$ cat config.mk
export PLATFORM = sky130hd
export DESIGN_NAME = sel_debounce_flat
export DESIGN_NICKNAME = d
export VERILOG_FILES = /design/src/rtl/sel_debounce_if.sv /design/src/rtl/sel_debounce.sv /design/src/flat_wrapper.sv
export SDC_FILE = /design/constraint.sdc
export NUM_CORES = 1
export LEC_CHECK = 0
export CAP_MARGIN = 20
export CORE_AREA = 2 2 58 71
export CTS_CLUSTER_DIAMETER = 80
export DETAILED_ROUTE_END_ITERATION = 12
export DIE_AREA = 0 0 60 73
export GPL_TIMING_DRIVEN = 0
export SYNTH_ARGS = -nofsm -noshare
export SYNTH_HDL_FRONTEND = slang
export SYNTH_SLANG_ARGS = --single-unit
$ cat constraint.sdc
create_clock -name clk_i -period 2 [get_ports clk_i]
set_input_delay 0.2 -clock clk_i [delete_from_list [all_inputs] [get_ports clk_i]]
set_output_delay 0.2 -clock clk_i [all_outputs]
set_load 0.03 [all_outputs]
$ cat src/rtl/sel_debounce_if.sv
// sel_debounce_if: pushbutton input and debounced select/level/pulse outputs
interface sel_debounce_if;
  logic btn_i;
  logic sel_o;
  logic stable_o;
  logic press_o;
  modport master(output btn_i, input sel_o, stable_o, press_o);
  modport slave(input btn_i, output sel_o, stable_o, press_o);
endinterface

$ cat src/rtl/sel_debounce.sv
// sel_debounce: synchronizes and debounces a pushbutton; each accepted press toggles the mux select
module sel_debounce #(
  parameter int DEBOUNCE_CYCLES = 500000
) (
  input logic clk_i,
  input logic rst_i,
  sel_debounce_if.slave bus
);
  localparam int CW = $clog2(DEBOUNCE_CYCLES + 1);
  localparam logic [CW-1:0] LAST = CW'(DEBOUNCE_CYCLES - 1);
  typedef enum logic [1:0] {RELEASED, CHECK_PRESS, PRESSED, CHECK_RELEASE} state_t;
  state_t r_state, w_state_nxt;
  logic [CW-1:0] r_cnt, w_cnt_nxt;
  logic r_s1, r_btn_s, r_sel, r_stable, r_press, w_accept;
  always_ff @(posedge clk_i or posedge rst_i)
    if (rst_i) begin
      r_s1 <= 1'b0;
      r_btn_s <= 1'b0;
      r_state <= RELEASED;
      r_cnt <= '0;
      r_sel <= 1'b0;
      r_stable <= 1'b0;
      r_press <= 1'b0;
    end else begin
      r_s1 <= bus.btn_i;
      r_btn_s <= r_s1;
      r_state <= w_state_nxt;
      r_cnt <= w_cnt_nxt;
      r_sel <= r_sel ^ w_accept;
      r_stable <= (w_state_nxt == PRESSED) || (w_state_nxt == CHECK_RELEASE);
      r_press <= w_accept;
    end
  // a single-cycle qualification window skips the CHECK states entirely
  always_comb begin
    w_state_nxt = r_state;
    w_cnt_nxt = r_cnt;
    w_accept = 1'b0;
    case (r_state)
      RELEASED:
        if (r_btn_s) begin
          if (DEBOUNCE_CYCLES == 1) begin
            w_state_nxt = PRESSED;
            w_accept = 1'b1;
          end else begin
            w_state_nxt = CHECK_PRESS;
            w_cnt_nxt = CW'(1);
          end
        end
      CHECK_PRESS:
        if (!r_btn_s) begin
          w_state_nxt = RELEASED;
          w_cnt_nxt = '0;
        end else if (r_cnt == LAST) begin
          w_state_nxt = PRESSED;
          w_cnt_nxt = '0;
          w_accept = 1'b1;
        end else w_cnt_nxt = r_cnt + CW'(1);
      PRESSED:
        if (!r_btn_s) begin
          w_state_nxt = (DEBOUNCE_CYCLES == 1) ? RELEASED : CHECK_RELEASE;
          w_cnt_nxt = (DEBOUNCE_CYCLES == 1) ? '0 : CW'(1);
        end
      CHECK_RELEASE:
        if (r_btn_s) begin
          w_state_nxt = PRESSED;
          w_cnt_nxt = '0;
        end else if (r_cnt == LAST) begin
          w_state_nxt = RELEASED;
          w_cnt_nxt = '0;
        end else w_cnt_nxt = r_cnt + CW'(1);
    endcase
  end
  assign bus.sel_o = r_sel;
  assign bus.stable_o = r_stable;
  assign bus.press_o = r_press;
endmodule

$ cat src/flat_wrapper.sv
// flat-port wrapper written by rule: the top's interface ports become plain ports
module sel_debounce_flat 
#(
  parameter int DEBOUNCE_CYCLES = 500000
)
  (clk_i, rst_i, bus_btn_i, bus_sel_o, bus_stable_o, bus_press_o);
  sel_debounce_if bus_i ();
  input logic clk_i;
  input logic rst_i;
  input wire logic [$bits(bus_i.btn_i)-1:0] bus_btn_i;
  output wire logic [$bits(bus_i.sel_o)-1:0] bus_sel_o;
  output wire logic [$bits(bus_i.stable_o)-1:0] bus_stable_o;
  output wire logic [$bits(bus_i.press_o)-1:0] bus_press_o;
  assign bus_i.btn_i = bus_btn_i;
  assign bus_sel_o = bus_i.sel_o;
  assign bus_stable_o = bus_i.stable_o;
  assign bus_press_o = bus_i.press_o;
  sel_debounce #(.DEBOUNCE_CYCLES(DEBOUNCE_CYCLES)) u_core (.clk_i(clk_i), .rst_i(rst_i), .bus(bus_i));
endmodule
==> metrics <==
vias=about 1100; CTS tree=done; Rel. slew slack=0.612; Final setup viols=15; XOR/XNOR Fraction of Synth Area=0.0674; Mapped Cells=132; post-synth top area cell=dfrtp_1; RSZ-0062 raised after global routing=true; top cells by area, synth=dfrtp_1 (46%), xor2_1 (3.7%), nand3_1 (2.8%); die width=around 60 µm; post-place setup slack=-0.176 ns; pin count of the biggest net entering global routing=27; CP bufs+invs=1; simple logic cell fraction of the synthesized area=0.224; EDFF count, synth=0; drt wl/cell=15.5 µm; post-synthesis area per instance=10.7 µm²; Adder-Cell Fraction of Synth Area=0.00887; grt ovf=0; Max Clk Rate=just under 500 MHz; max_cap viols=0; area delta synth->final=20.6%; largest family of logic cells by synthesized area=simple AND/OR/NAND/NOR gates; CTS root buf=clkbuf_8; CP max stage delay=0.54 ns; NetSw=approximately 220 µW; Seq/Total Area, Yosys=0.461; Remaining DRCs=0; Core Util, Final=0.449; compound-gate portion of the synthesized area=0.179; Yosys warnings=0; Initial DRT Pass Iterations=4; clock buffer depth=2; WP data required=2.15 ns; H-tree levels=1; Flop pwr share=0.515; Final Hold Vio Count=0; Nets=154; core area=3780 µm²; Final Wtd Congestion=about 0.85; Worst-Skew Late Latency=about 0.27 ns; placed wire-length estimate=2120 µm; asr flop ratio synth=1.00; CP Max Fanout=10; critical path's slowest cell=or4b_4; vias in the first global route=roughly 1200; critical path class=reg -> reg; Clock Power Share=0.415; pwr/cell area=619 nW/µm²; count leader, synth=dfrtp_1; Setup Skew=~0.0040 ns; Post-synth top cells=dfrtp_1 (26), nand2_1 (10), nand3_1 (8), o21ai_0 (8), a21oi_1 (7); mux cell area share after synthesis=0.0311; first-pass GRT wire length=5540 µm; die height=73 µm; die area=roughly 4400 µm²; starting DRC count in detailed routing=20; GRT Total Usage=0.168; CP startpoint kind=flip-flop; Worst setup EP type=flip-flop; switching share of total power=0.210; number of synthesized register bits=26; CTS clk-pin slew, worst paths=about 0.09 ns; share of cells above drive strength 1=0.221; Final ANT Viol Nets=0; CTS Buf Count=3; failing checks=setup timing; diode count=0; worst path arrival time=between 2 and 2.5 ns; port bufs=5; Ports=6; Distinct cells, synth=48; Synth Flop Type=dfrtp_1; static leakage=0.000671 µW; CTS sink count=26; vias per cell=approximately 5.5; Gate power share=0.070; CP top delay family=simple AND/OR/NAND/NOR gates; Tmin final=2.05 ns; Initial Utilization=0.373; final period utilization=1.02; Mapped Area=~1400 µm²; Least-Margin Pin Slew=0.578 ns; cells along the critical path=or4b_4, or4_4, o21bai_4, buf_8, a22oi_2; top cell type's share of synthesized area=0.461; initial antenna violation count=0; Setup WS post-layout=-0.0495 ns; Worst VDD drop=between 300 and 400 µV; internal power=832 µW; Max Slew Vio Count=0; post-detailed-routing wire length=3140 µm; Mapped Nets=136; HP Class=in -> async; status=finished with violations; Row Count=25; Final TNS setup=-0.332 ns
-- final timing paths --
check	from	endpoint	slack, ns	depth (start not counted)
setup / recovery	u_core.r_cnt[14]	u_core.r_cnt[17]	-0.05	5
hold / removal	rst_i	u_core.bus.sel_o	0.1	2
setup reg to reg	u_core.r_cnt[14]	u_core.r_cnt[17]	-0.05	5
hold reg to reg	u_core.r_s1	u_core.r_btn_s	0.36	0
max in group asynchronous	rst_i	u_core.r_cnt[9]	1.54	3
min in group clk_i	bus_btn_i	u_core.r_s1	0.35	1
-- kinds of logic (layout without fill, tap and decap cells) --
logic type	Yosys count	after routing
adder cells (fa/ha/maj)	1	1
AO/OA/AOI/OAI	34	34
multiplexers	4	4
flip-flops	26	26
buffers and inverters	6	23
AND/OR/NAND/NOR	51	51
XOR/XNOR	10	10
-- layout make-up --
class | count | area (µm²)
sequential | 26 | 652
timing repair buffer | 13 | 130
clock buffer | 3 | 41.3
clock inverter | 1 | 30.0
inverter | 3 | 11.3
tap | 54 | 67.6
fill | 361 | 2080
buffer | 3 | 32.5
multi-input combinational | 100 | 736
-- metal layers --
layer / up-vias / part of all wire / track usage
met5: - / 0 / 0
met4: 0 / 0.027 / 0.0889
met1: 563 / 0.44 / 0.210
met3: 7 / 0.015 / 0.0160
met2: 8 / 0.52 / 0.280
li1: 537 / - / -
-- cells in the final DEF, fill, tap and decap left out, types with 2 or more instances in the layout --
cell type and n:
clkbuf_8 4, and4_1 3, a22oi_2 3, xnor2_1 3
nor2_1 2, nand3_1 8, nand4_1 6, inv_1 3
xor2_1 6, o21ai_0 8, a22oi_1 3, nand2_1 10
dfrtp_1 25, o211ai_1 3, mux2_2 3, or3_2 3
clkdlybuf4s50_1 5, a21oi_1 7, buf_4 7, or3_1 3
-- power by group through the flow --
stage	Clock, µW	Combinational (µW)	Sequential, µW
after global routing	467	83.7	543
after floorplan	0	46.2	550
final	437	74.0	541
after global placement	0	62.6	551
after detailed placement	0	63.8	551
after CTS	448	67.9	541
-- metrics by stage --
| stage | hold WS, ns | cells | total power [µW] | instance area, µm² |
|---|---|---|---|---|
| CTS | 0.347 | 202 | 1060 | 1660 |
| detailed placement | 0.335 | 191 | 615 | 1530 |
| global route | 0.116 | 203 | 1090 | 1700 |
| global placement | 0.332 | 191 | 613 | 1530 |
| floorplan | 0.231 | 132 | 596 | 1410 |
| finish | 0.0972 | 203 | 1050 | 1700 |
-- sequential cells by signal (all words and copies together), names as in the netlist --
register and cells:
u_core.bus.press_o 1, u_core.r_btn_s 1, u_core.r_cnt 19, u_core.r_state 2, u_core.r_s1 1, u_core.bus.stable_o 1
u_core.bus.sel_o 1
-- what timing repair did --
item,4_1_cts,5_1_grt
setup buffers,7,0
pin swaps,1,1
setup endpoints to repair,15,16
resized for setup,3,2
hold buffers,0,0
No activity file was read; power rests on OpenSTA's default activity.
